## config.mk

```make
export PLATFORM = sky130hd
export DESIGN_NAME = interrupt_ack_sequencer_flat
export DESIGN_NICKNAME = d
export VERILOG_FILES = /design/src/rtl/pic_pkg.sv /design/src/rtl/interrupt_ack_sequencer_if.sv /design/src/rtl/pic_priority_resolver.sv /design/src/rtl/interrupt_ack_sequencer.sv /design/src/flat_wrapper.sv
export SDC_FILE = /design/constraint.sdc
export NUM_CORES = 1
export LEC_CHECK = 0
export CORE_ASPECT_RATIO = 0.8
export CORE_UTILIZATION = 35
export CTS_BUF_LIST = sky130_fd_sc_hd__clkbuf_4
export DETAILED_ROUTE_END_ITERATION = 6
export SYNTH_ARGS = -nofsm -noshare
export SYNTH_HDL_FRONTEND = slang
export SYNTH_SLANG_ARGS = --single-unit
```

## constraint.sdc

```tcl
create_clock -name clk -period 10.7 [get_ports clk]
set_input_delay 1.07 -clock clk [delete_from_list [all_inputs] [get_ports clk]]
set_output_delay 1.07 -clock clk [all_outputs]
set_load 0.1 [all_outputs]
```

## src/rtl/pic_pkg.sv

```systemverilog
// Shared 8259 PIC definitions: OCW2 command codes, acknowledge FSM states and
// rotate / priority / one-hot helpers used by the sequencer and the ISR.
package pic_pkg;

  localparam logic [2:0] OCW2_NS_EOI       = 3'b001;
  localparam logic [2:0] OCW2_SPEC_EOI     = 3'b011;
  localparam logic [2:0] OCW2_ROT_NS_EOI   = 3'b101;
  localparam logic [2:0] OCW2_ROT_SPEC_EOI = 3'b111;
  localparam logic [2:0] OCW2_SET_PRI      = 3'b110;

  localparam logic [2:0] ROTATE_RESET = 3'b111;
  localparam logic [7:0] SPURIOUS_LEVEL = 8'h80;

  typedef enum logic [1:0] {
    IDLE = 2'd0,
    ACK1 = 2'd1,
    ACK2 = 2'd2
  } ack_state_t;

  // rot names the lowest-priority level, so the shift is rot+1: with 3'b111
  // nothing moves and IR0 stays highest.
  function automatic logic [7:0] rotate_right(input logic [7:0] v, input logic [2:0] rot);
    logic [7:0] r;
    logic [2:0] amt;
    logic [2:0] idx;
    amt = rot + 3'd1;
    for (int i = 0; i < 8; i++) begin
      idx  = 3'(i) + amt;
      r[i] = v[idx];
    end
    return r;
  endfunction

  function automatic logic [7:0] rotate_left(input logic [7:0] v, input logic [2:0] rot);
    logic [7:0] r;
    logic [2:0] amt;
    logic [2:0] idx;
    amt = rot + 3'd1;
    r   = '0;
    for (int i = 0; i < 8; i++) begin
      idx    = 3'(i) + amt;
      r[idx] = v[i];
    end
    return r;
  endfunction

  function automatic logic [7:0] isolate_lowest(input logic [7:0] v);
    return v & (~v + 8'd1);
  endfunction

  // Operates in the rotated domain. An empty ISR yields an all-ones mask
  // because 0 - 1 wraps.
  function automatic logic [7:0] resolve_priority(input logic [7:0] req, input logic [7:0] isr);
    logic [7:0] above_isr;
    above_isr = isolate_lowest(isr) - 8'd1;
    return isolate_lowest(req & above_isr);
  endfunction

  function automatic logic [2:0] encode_onehot(input logic [7:0] v);
    logic [2:0] l;
    l = 3'd0;
    for (int i = 0; i < 8; i++) begin
      if (v[i]) l = 3'(i);
    end
    return l;
  endfunction

  function automatic logic [7:0] decode_level(input logic [2:0] l);
    return 8'd1 << l;
  endfunction

endpackage

```

## src/rtl/interrupt_ack_sequencer_if.sv

```systemverilog
// Sequencer bus bundle: CPU INTA/vector side, ISR/IRR side and OCW2/ICW inputs.
// master = the sequencer, slave = the surrounding PIC logic (or a bench).
interface interrupt_ack_sequencer_if;
  logic       inta_n;
  logic [7:0] masked_irr;
  logic [7:0] highest_level_in_service;
  logic [7:0] in_service_register;
  logic       ocw2_wr;
  logic [7:0] ocw2_data;
  logic [4:0] vector_base;
  logic       auto_eoi;

  logic       int_out;
  logic       latch_in_service;
  logic [7:0] interrupt;
  logic [7:0] clear_request;
  logic [7:0] end_of_interrupt;
  logic [2:0] priority_rotate;
  logic [7:0] data_out;
  logic       data_out_en;

  modport master (
    input  inta_n, masked_irr, highest_level_in_service, in_service_register,
           ocw2_wr, ocw2_data, vector_base, auto_eoi,
    output int_out, latch_in_service, interrupt, clear_request,
           end_of_interrupt, priority_rotate, data_out, data_out_en
  );

  modport slave (
    output inta_n, masked_irr, highest_level_in_service, in_service_register,
           ocw2_wr, ocw2_data, vector_base, auto_eoi,
    input  int_out, latch_in_service, interrupt, clear_request,
           end_of_interrupt, priority_rotate, data_out, data_out_en
  );
endinterface

```

## src/rtl/pic_priority_resolver.sv

```systemverilog
// Combinational candidate selection: highest pending request that outranks the
// highest in-service level under the current rotation; zero when none qualifies.
module pic_priority_resolver
  import pic_pkg::*;
(
  input  logic [7:0] masked_irr,
  input  logic [7:0] highest_level_in_service,
  input  logic [2:0] priority_rotate,
  output logic [7:0] candidate
);

  logic [7:0] rot_req;
  logic [7:0] rot_isr;
  logic [7:0] rot_win;

  always_comb begin
    rot_req   = rotate_right(masked_irr, priority_rotate);
    rot_isr   = rotate_right(highest_level_in_service, priority_rotate);
    rot_win   = resolve_priority(rot_req, rot_isr);
    candidate = rotate_left(rot_win, priority_rotate);
  end

endmodule

```

## src/rtl/interrupt_ack_sequencer.sv

```systemverilog
// 8259 INT/INTA sequencer: raises INT, runs the two-pulse INTA handshake, decodes OCW2.
// Outputs registered; INTA edges act SYNC_STAGES+1 clocks late. AEOI needs PIC_AUTO_EOI_EN.
module interrupt_ack_sequencer
  import pic_pkg::*;
#(
  parameter int SYNC_STAGES = 2
) (
  input logic                        clk,
  input logic                        reset,
  interrupt_ack_sequencer_if.master  bus
);

  logic [SYNC_STAGES-1:0] inta_sync;
  logic                   inta_dly;
  logic                   inta_fall;
  logic                   inta_rise;
  logic [7:0]             candidate;

  ack_state_t state, state_nxt;

  logic       int_out_q, int_out_nxt;
  logic       latch_q, latch_nxt;
  logic [7:0] interrupt_q, interrupt_nxt;
  logic [7:0] clear_q, clear_nxt;
  logic [7:0] eoi_q, eoi_nxt;
  logic [2:0] rotate_q, rotate_nxt;
  logic [7:0] data_out_q, data_out_nxt;
  logic       data_en_q, data_en_nxt;
  logic [7:0] ack_level_q, ack_level_nxt;
  logic       spurious_q, spurious_nxt;
  logic [7:0] ocw2_eoi;
  logic [7:0] aeoi_mask;
  logic       unused_ocw2;

  // Flops come out of reset at 1 so a low inta_n during reset is not seen as an edge.
  always_ff @(posedge clk or posedge reset) begin
    if (reset) begin
      inta_sync <= '1;
      inta_dly  <= 1'b1;
    end else begin
      inta_sync <= {inta_sync[SYNC_STAGES-2:0], bus.inta_n};
      inta_dly  <= inta_sync[SYNC_STAGES-1];
    end
  end

  assign inta_fall = inta_dly & ~inta_sync[SYNC_STAGES-1];
  assign inta_rise = ~inta_dly & inta_sync[SYNC_STAGES-1];

  pic_priority_resolver u_resolver (
    .masked_irr               (bus.masked_irr),
    .highest_level_in_service (bus.highest_level_in_service),
    .priority_rotate          (rotate_q),
    .candidate                (candidate)
  );

  always_ff @(posedge clk or posedge reset) begin
    if (reset) begin
      state       <= IDLE;
      int_out_q   <= 1'b0;
      latch_q     <= 1'b0;
      interrupt_q <= '0;
      clear_q     <= '0;
      eoi_q       <= '0;
      rotate_q    <= ROTATE_RESET;
      data_out_q  <= '0;
      data_en_q   <= 1'b0;
      ack_level_q <= '0;
      spurious_q  <= 1'b0;
    end else begin
      state       <= state_nxt;
      int_out_q   <= int_out_nxt;
      latch_q     <= latch_nxt;
      interrupt_q <= interrupt_nxt;
      clear_q     <= clear_nxt;
      eoi_q       <= eoi_nxt;
      rotate_q    <= rotate_nxt;
      data_out_q  <= data_out_nxt;
      data_en_q   <= data_en_nxt;
      ack_level_q <= ack_level_nxt;
      spurious_q  <= spurious_nxt;
    end
  end

  always_comb begin
    state_nxt     = state;
    int_out_nxt   = int_out_q;
    latch_nxt     = 1'b0;
    interrupt_nxt = '0;
    clear_nxt     = '0;
    data_out_nxt  = data_out_q;
    data_en_nxt   = data_en_q;
    ack_level_nxt = ack_level_q;
    spurious_nxt  = spurious_q;
    aeoi_mask     = '0;

    case (state)
      IDLE: begin
        int_out_nxt = |candidate;
        if (inta_fall) begin
          int_out_nxt = 1'b0;
          state_nxt   = ACK1;
          if (|candidate) begin
            ack_level_nxt = candidate;
            spurious_nxt  = 1'b0;
            latch_nxt     = 1'b1;
            interrupt_nxt = candidate;
            clear_nxt     = candidate;
          end else begin
            // Request vanished before INTA: answer with IR7, leave the ISR alone.
            ack_level_nxt = SPURIOUS_LEVEL;
            spurious_nxt  = 1'b1;
          end
        end
      end
      ACK1: begin
        int_out_nxt = 1'b0;
        if (inta_fall) begin
          state_nxt    = ACK2;
          data_out_nxt = {bus.vector_base, encode_onehot(ack_level_q)};
          data_en_nxt  = 1'b1;
        end
      end
      ACK2: begin
        int_out_nxt = 1'b0;
        if (inta_rise) begin
          state_nxt    = IDLE;
          data_en_nxt  = 1'b0;
          data_out_nxt = '0;
`ifdef PIC_AUTO_EOI_EN
          if (bus.auto_eoi && !spurious_q) aeoi_mask = ack_level_q;
`endif
        end
      end
      default: begin
        state_nxt   = IDLE;
        int_out_nxt = 1'b0;
        data_en_nxt = 1'b0;
      end
    endcase
  end

  always_comb begin
    ocw2_eoi   = '0;
    rotate_nxt = rotate_q;
    if (bus.ocw2_wr) begin
      case (bus.ocw2_data[7:5])
        OCW2_NS_EOI:   ocw2_eoi = bus.highest_level_in_service;
        OCW2_SPEC_EOI: ocw2_eoi = decode_level(bus.ocw2_data[2:0]);
        OCW2_ROT_NS_EOI: begin
          ocw2_eoi = bus.highest_level_in_service;
          if (|bus.in_service_register)
            rotate_nxt = encode_onehot(bus.highest_level_in_service);
        end
        OCW2_ROT_SPEC_EOI: begin
          ocw2_eoi   = decode_level(bus.ocw2_data[2:0]);
          rotate_nxt = bus.ocw2_data[2:0];
        end
        OCW2_SET_PRI: rotate_nxt = bus.ocw2_data[2:0];
        default: ;
      endcase
    end
    eoi_nxt = ocw2_eoi | aeoi_mask;
  end

  assign unused_ocw2 = ^bus.ocw2_data[4:3];

`ifdef PIC_AUTO_EOI_EN
`else
  logic unused_aeoi;
  assign unused_aeoi = bus.auto_eoi ^ spurious_q;
`endif

  assign bus.int_out          = int_out_q;
  assign bus.latch_in_service = latch_q;
  assign bus.interrupt        = interrupt_q;
  assign bus.clear_request    = clear_q;
  assign bus.end_of_interrupt = eoi_q;
  assign bus.priority_rotate  = rotate_q;
  assign bus.data_out         = data_out_q;
  assign bus.data_out_en      = data_en_q;

endmodule

```

## src/flat_wrapper.sv

```systemverilog
// flat-port wrapper written by rule: the top's interface ports become plain ports
module interrupt_ack_sequencer_flat import pic_pkg::*;
#(
  parameter int SYNC_STAGES = 2
)
  (clk, reset, bus_inta_n, bus_masked_irr, bus_highest_level_in_service, bus_in_service_register, bus_ocw2_wr, bus_ocw2_data, bus_vector_base, bus_auto_eoi, bus_int_out, bus_latch_in_service, bus_interrupt, bus_clear_request, bus_end_of_interrupt, bus_priority_rotate, bus_data_out, bus_data_out_en);
  interrupt_ack_sequencer_if bus_i ();
  input logic clk;
  input logic reset;
  input wire logic [$bits(bus_i.inta_n)-1:0] bus_inta_n;
  input wire logic [$bits(bus_i.masked_irr)-1:0] bus_masked_irr;
  input wire logic [$bits(bus_i.highest_level_in_service)-1:0] bus_highest_level_in_service;
  input wire logic [$bits(bus_i.in_service_register)-1:0] bus_in_service_register;
  input wire logic [$bits(bus_i.ocw2_wr)-1:0] bus_ocw2_wr;
  input wire logic [$bits(bus_i.ocw2_data)-1:0] bus_ocw2_data;
  input wire logic [$bits(bus_i.vector_base)-1:0] bus_vector_base;
  input wire logic [$bits(bus_i.auto_eoi)-1:0] bus_auto_eoi;
  output wire logic [$bits(bus_i.int_out)-1:0] bus_int_out;
  output wire logic [$bits(bus_i.latch_in_service)-1:0] bus_latch_in_service;
  output wire logic [$bits(bus_i.interrupt)-1:0] bus_interrupt;
  output wire logic [$bits(bus_i.clear_request)-1:0] bus_clear_request;
  output wire logic [$bits(bus_i.end_of_interrupt)-1:0] bus_end_of_interrupt;
  output wire logic [$bits(bus_i.priority_rotate)-1:0] bus_priority_rotate;
  output wire logic [$bits(bus_i.data_out)-1:0] bus_data_out;
  output wire logic [$bits(bus_i.data_out_en)-1:0] bus_data_out_en;
  assign bus_i.inta_n = bus_inta_n;
  assign bus_i.masked_irr = bus_masked_irr;
  assign bus_i.highest_level_in_service = bus_highest_level_in_service;
  assign bus_i.in_service_register = bus_in_service_register;
  assign bus_i.ocw2_wr = bus_ocw2_wr;
  assign bus_i.ocw2_data = bus_ocw2_data;
  assign bus_i.vector_base = bus_vector_base;
  assign bus_i.auto_eoi = bus_auto_eoi;
  assign bus_int_out = bus_i.int_out;
  assign bus_latch_in_service = bus_i.latch_in_service;
  assign bus_interrupt = bus_i.interrupt;
  assign bus_clear_request = bus_i.clear_request;
  assign bus_end_of_interrupt = bus_i.end_of_interrupt;
  assign bus_priority_rotate = bus_i.priority_rotate;
  assign bus_data_out = bus_i.data_out;
  assign bus_data_out_en = bus_i.data_out_en;
  interrupt_ack_sequencer #(.SYNC_STAGES(SYNC_STAGES)) u_core (.clk(clk), .reset(reset), .bus(bus_i));
endmodule
```

== Yosys cells after proc, flatten, opt, wreduce, memory -nomap -nowiden ==
Cells that the tools add are included.

* Add/sub/neg operators: 11
* $mul: 0
* Divide/modulo/power cells: 0
* $lt $le $gt $ge: 16
* Equality and inequality tests: 11
* Shift operators: 1
* Muxes and demuxes: 92
* Bitwise gates (word level): 11
* Reductions and logical operators: 21

{| class="wikitable"
|+ Operators with widths
! operator !! count
|-
| bitwise mux 8 bit || 7
|-
| 2-to-1 mux 8 bit || 7
|-
| binary-select mux 1 bit (select 3 bit) || 16
|-
| 2-to-1 mux 1 bit || 33
|-
| bitwise AND 8 bit || 4
|-
| less-than comparator 3 x 4 -> 1 bit (second input constant) || 8
|-
| case mux 8 bit (2 select lines) || 2
|-
| 2-to-1 mux 3 bit || 9
|-
| demux 1 bit (select 3 bit) || 8
|-
| >= comparator 3 x 1 -> 1 bit (second input constant) || 8
|-
| adder 8 x 1 -> 8 bit (second input constant) || 2
|-
| inverter 8 bit || 2
|-
| OR reduction 8 bit || 2
|-
| 2-to-1 mux 2 bit || 7
|-
| adder 3 bit (first input constant) || 4
|-
| AND reduction 3 bit || 4
|-
| equality test 3 bit (second input constant) || 3
|-
| logical AND 1 bit || 8
|-
| inequality test 2 x 1 -> 1 bit (second input constant) || 4
|-
| << shifter 1 x 3 -> 8 bit (first input constant) || 1
|-
| subtractor 8 x 1 -> 8 bit (second input constant) || 1
|-
| adder 2 x 3 -> 3 bit (first input constant) || 2
|-
| case mux 2 bit (3 select lines) || 1
|-
| case mux 3 bit (2 select lines) || 1
|-
| 13 further kinds || 19
|}

* Register bits: 43
* Bits in latches: 0
* Bits in writable memories: 0
* Memory bits (read-only): 0
* Input port bits: 42
* Logic and storage cells: 174
* Memories kept: 0

== Longest topological paths before layout ==
* Depth after elaboration: 24
* Depth in mapped cells: 15
* Mapped depth without buffers: 13

== Cells and area by module ==
Synthesis repeated with hierarchy kept, for this count alone.

* Cell total of the unflattened synthesis: 430
* Area, all modules: 3970.1 um^2

{| class="wikitable"
|+ By module, submodules not included
! module !! times used !! cells each !! area an instance (um^2) !! seq. area each (um^2)
|-
| pic_priority_resolver || 1 || 276 || 2125.8 || 0.0
|-
| interrupt_ack_sequencer || 1 || 154 || 1844.3 || 1058.5
|}

== Least setup slack after synthesis ==
Ideal clock, no wire load.

* Path kind: register to register
* Start: register u_core.rotate_q[0], in the netlist u_core.bus.priority_rotate[0]
* End: register u_core.latch_q, in the netlist u_core.bus.latch_in_service
* Setup time: 79 ps
* Data arrival time: 3794 ps
* Data required time: 10621 ps
* Slack: 6827 ps
* Stages on the path, launching flop included: 14
* Buffers on the path: 2
* Clock period less this slack: 3873 ps
* Path through: dfstp_2 > buf_6 > inv_2 > ha_1 > buf_2 > mux4_2 > and2_1 > a21o_1 > nor4_2 > nand2_1 > o221a_2 > a21oi_2 > and4b_1 > a21oi_1

* Word-level cells in the longest chain between the ends: 23
* Elaborated cells on any way between the ends: 100
* Those cells by class: add/sub (11); order compare (16); mux (58); bitwise (6); reduce/logical (9)

{| class="wikitable"
|+ Ends and longest elaborated chain
! item !! line !! text
|-
| start: declaration || interrupt_ack_sequencer.sv:26 || <nowiki>logic [2:0] rotate_q, rotate_nxt;</nowiki>
|-
| start signal: assignment || interrupt_ack_sequencer.sv:76 || <nowiki>rotate_q <= rotate_nxt;</nowiki>
|-
| adder 3 x 1 -> 3 bit * || pic_pkg.sv:26, pic_pkg.sv:38 ||
|-
| adder 1 x 3 -> 3 bit / binary-select mux 1 bit (select 3 bit) (equally long branches) || pic_pkg.sv:28, pic_pkg.sv:41, pic_pkg.sv:29 ||
|-
| binary-select mux 1 bit (select 3 bit) / 2-to-1 mux 1 bit (equally long branches) || pic_pkg.sv:29 || <nowiki>r[i] = v[idx];</nowiki>
|-
| 2-to-1 mux 1 bit (implied by the code) / inverter 8 bit (equally long branches) || pic_pkg.sv:29, pic_pkg.sv:48 ||
|-
| inverter 8 bit / adder 8 x 1 -> 8 bit (equally long branches) || pic_pkg.sv:48 || <nowiki>return v & (~v + 8'd1);</nowiki>
|-
| adder 8 x 1 -> 8 bit / bitwise AND 8 bit (equally long branches) || pic_pkg.sv:48 ||
|-
| bitwise AND 8 bit / subtractor 8 x 1 -> 8 bit (equally long branches) || pic_pkg.sv:48, pic_pkg.sv:55 ||
|-
| subtractor 8 x 1 -> 8 bit / bitwise AND 8 bit (equally long branches) || pic_pkg.sv:55, pic_pkg.sv:56 ||
|-
| [... 3 more ...] || -- ||
|-
| bitwise AND 8 bit, on equally long branches || -- ||
|-
| bitwise mux 8 bit (6 in series) || pic_pkg.sv:42 || <nowiki>r[idx] = v[i];</nowiki>
|-
| bitwise mux 8 bit * || pic_pkg.sv:42 ||
|-
| OR reduction 8 bit * || interrupt_ack_sequencer.sv:102 || <nowiki>if (|candidate) begin</nowiki>
|-
| 2-to-1 mux 1 bit * || interrupt_ack_sequencer.sv:102 ||
|-
| 2-to-1 mux 1 bit * || interrupt_ack_sequencer.sv:99 || <nowiki>if (inta_fall) begin</nowiki>
|-
| 2-to-1 mux 1 bit * || interrupt_ack_sequencer.sv:96 || <nowiki>case (state)</nowiki>
|-
| via u_core.latch_nxt || interrupt_ack_sequencer.sv:22 || <nowiki>logic latch_q, latch_nxt;</nowiki>
|-
| end signal: assignment || interrupt_ack_sequencer.sv:72 || <nowiki>latch_q <= latch_nxt;</nowiki>
|-
| end: declaration || interrupt_ack_sequencer.sv:22 ||
|}

Mark *: on every way through the listed nets, which the timed path passes. The rest lies on a longest branch. The select of a mux whose other input is x is not followed.
A chain may end at the register's enable or synchronous reset.

== Worst setup path in the final report ==
Same ends and word-level chain as after synthesis.

==> impl_metrics.toml <==
[global_routing]
antenna_found_initial = 0
overflow = 0
grt_max_degree = 55
grt_pass1_wl_mm = 18.0
grt_pass1_vias = 3491
track_usage_pct = 20.1

[power_and_ir_drop]
powerDensity_nw_per_um2 = 245
p_sw_w = 0.000638
switching_share_pct = 56.4
ir_worst_vdd_mv = 0.0662
p_int_w = 0.000493
pwr-share-comb_pct = 70.7
power.share.sequential_pct = 20.2
power_frac_clock_pct = 9.0
cellLeakagePower_nw = 1.81

[status]
status = "completed"

[timing]
setup_viol = 0
slew_viol_final = 0
maxSlewHeadroom_pct = 27.7
timing.final.crit_period_ns = 5.30
rsz0062_at_grt = "no"
hold_violations = 0
min_period_over_period_pct = 49.5
fin_skew_ns = 0.0114
fin_setup_tns_ns = 0
fmax_mhz = 189
worst_pin_slew_ns = 1.08

[die]
rows = 33
die_w_um = 118
io_pins = 80
fp.dieArea_um2 = 11200
start_util_pct = 36.4
core_area_um2 = 10400
die_y_um = 94.9

[critical_path]
setup.worst_path.end_class = "flip-flop"
cp.required_ns = 10.97
start_kind = "flip-flop"
crit_fanout = 54
crit_arrival_ns = 5.57
crit_path_start = "u_core.bus.priority_rotate[0]$_DFFE_PP1P_"
critPathKind = "flip-flop to flip-flop"
r2r_start = "u_core.bus.priority_rotate[0]$_DFFE_PP1P_"

[finish]
num-nets-final = 542
syn2layout_area_growth_pct = 22.2
final_cells = 635
diodes = 0
layout-drive-gt1-share_pct = 10.5

[logic_synthesis]
syn_area_um2 = 3770
synthDistinctLibCells = 66
yosysWarnings = 0
synth_edf_count = 0
synth.avg_cell_area_um2 = 8.48
synth.net_count = 493
ys_seq_area_share_pct = 28.1
ys_async_sr_fraction_pct = 100
syn_inst = 445
ys_ff_latch = 42
synth-main-ff-cell = "dfrtp_1"

[clock_network]
cts.path.max_buffers = 2
cts_hold_buf = 0
clockRootBuffer = "clkbuf_4"
postCtsSetupBuffers = 0
cts_resized = 0
insertion_delay_ns = 0.35
clock_sinks = 42
cts_tree = "yes"
clk_pin_slew_ns = 0.13
cts_max_level = 2
cts_made_buffers = 5

[hold_path]
hold_class = "flip-flop to flip-flop"
min-delay-start = "u_core.inta_sync[0]$_DFF_PP1_"

[routing]
drt_iter0_drc = 355
ant_nets = 0
finalWirelength_mm = 11.2
wl_per_cell_um = 17.6
drcViolationCount = 0
viasPerCell = 5.93
num_vias = 3766
firstDrtPassIters = 5

[placement]
gp_congestion = 0.945
dp_cells = 627
port_buffers = 76
dp_hpwl_mm = 8.28

[job]
maxCapViolCount = 0
-- path summary, 6_finish.rpt --
| kind | end | slack, ns | cells after the start |
|---|---|---|---|
| worst max-delay path | u_core.bus.latch_in_service$_DFF_PP0_ | 5.40 | 13 |
| worst max register to register | u_core.bus.latch_in_service$_DFF_PP0_ | 5.40 | 13 |
| worst min-delay path | u_core.inta_sync[1]$_DFF_PP1_ | 0.36 | 0 |
| worst min register to register | u_core.inta_sync[1]$_DFF_PP1_ | 0.36 | 0 |
| max in group asynchronous | u_core.inta_sync[1]$_DFF_PP1_ | 9.19 | 3 |
| min in group asynchronous | u_core.ack_level_q[3]$_DFFE_PP0P_ | 1.14 | 3 |
-- cells by family after synthesis --
| family | after synthesis | synth area share, % |
|---|---|---|
| compound gates | 109 | 19.8 |
| xor+xnor | 6 | 2.29 |
| fa+ha+maj | 6 | 1.99 |
| buf+inv | 50 | 6.70 |
| flops | 42 | 28.1 |
| mux | 35 | 13.5 |
| simple gates | 197 | 27.7 |
-- cell usage in the layout, fill, tap and decap left out, types with 5 or more instances in the layout --
cell type / count
nand2b_1: 7
a21oi_1: 15
a21o_1: 7
nand4_1: 15
o22ai_1: 8
nor2_1: 52
nand3b_1: 5
nor2b_1: 20
mux4_2: 12
nand2_1: 47
clkbuf_4: 5
a31oi_1: 8
clkdlybuf4s50_1: 76
o31ai_1: 5
dfrtp_1: 36
dfstp_2: 6
o21ai_0: 20
nand3_1: 7
nor3_1: 12
o211ai_1: 6
nor4_1: 10
mux2i_1: 18
a22oi_1: 9
inv_1: 11
ha_1: 6
-- area by class of cell --
class / instances / area [µm²]
sequential: 42 / 1060
tap: 140 / 175
fill: 1023 / 5750
inverter: 13 / 51.3
clock buffer: 5 / 37.5
multi-input combinational: 353 / 2460
clock inverter: 3 / 43.8
timing repair buffer: 79 / 783
-- per-layer routing --
metal	routed length [µm]	track usage, %
met1	5190	28.2
met2	4910	31.6
met3	933	4.11
met4	140	5.13
met5	0	0
-- synthesized netlist by cell type, types with 4 or more instances --
library cell / n / share of area (%)
a21o_1: 7 / 1.4
a21oi_1: 15 / 2.0
a22oi_1: 9 / 1.8
a31oi_1: 8 / 1.3
a32oi_1: 4 / 0.93
buf_2: 5 / 0.66
buf_4: 11 / 2.2
clkbuf_1: 19 / 1.9
dfrtp_1: 36 / 24
dfstp_2: 6 / 4.2
ha_1: 6 / 2.0
inv_1: 11 / 1.1
mux2_2: 4 / 1.2
mux2i_1: 18 / 4.8
mux4_2: 12 / 7.2
nand2_1: 47 / 4.7
nand2b_1: 7 / 1.2
nand3_1: 7 / 0.93
nand3b_1: 5 / 0.99
nand4_1: 15 / 2.5
nor2_1: 52 / 5.2
nor2b_1: 20 / 3.3
nor3_1: 12 / 1.6
nor4_1: 10 / 1.7
o211ai_1: 6 / 1.2
o21ai_0: 20 / 2.7
o22ai_1: 8 / 1.3
o31ai_1: 5 / 0.99
or3b_2: 4 / 0.93
xnor2_1: 4 / 0.93
-- power groups by stage --
stage | registers (W) | logic (W) | clock network, W
floorplan | 0.000404 | 0.000443 | 0
global placement | 0.000230 | 0.000789 | 0
detailed placement | 0.000232 | 0.000789 | 0
CTS | 0.000229 | 0.000791 | 0.000106
global route | 0.000235 | 0.000851 | 0.000111
finish | 0.000229 | 0.000800 | 0.000102
-- flip-flops by register name (all words and copies together) (netlist names) --
signal / flops
u_core.state: 2
u_core.ack_level_q: 7
u_core.bus.data_out_en: 1
u_core.bus.clear_request: 8
u_core.bus.end_of_interrupt: 8
u_core.inta_dly: 1
u_core.bus.priority_rotate: 3
u_core.inta_sync: 2
u_core.bus.int_out: 1
u_core.bus.data_out: 8
u_core.bus.latch_in_service: 1
-- per-stage QoR --
stage | instance area (µm²) | total power, W | hold WS (ns) | util (%) | worst slack [ns]
after detailed placement | 4530 | 0.00102 | 0.347 | 43.7 | 5.56
after floorplan | 3770 | 0.000846 | 0.345 | - | 6.83
after CTS | 4610 | 0.00113 | 0.366 | 44.5 | 5.53
final | 4610 | 0.00113 | 0.365 | 44.5 | 5.40
after global placement | 4530 | 0.00102 | 0.346 | 43.7 | 5.47
after global routing | 4610 | 0.00120 | 0.370 | 44.5 | 5.13
-- critical path, stage by stage, from the launching register on --
cell and delay [ns]:
dfstp_2 0.54, buf_4 0.53, inv_2 0.24, ha_1 0.46
buf_4 0.32, mux4_2 0.57, and2_1 0.25, a21o_1 0.25
nor4_4 0.67, nand4_1 0.47, and2_1 0.32, a21oi_2 0.21
and4b_1 0.25, a21oi_1 0.14
Note: power is estimated with default switching activity, not from simulation.
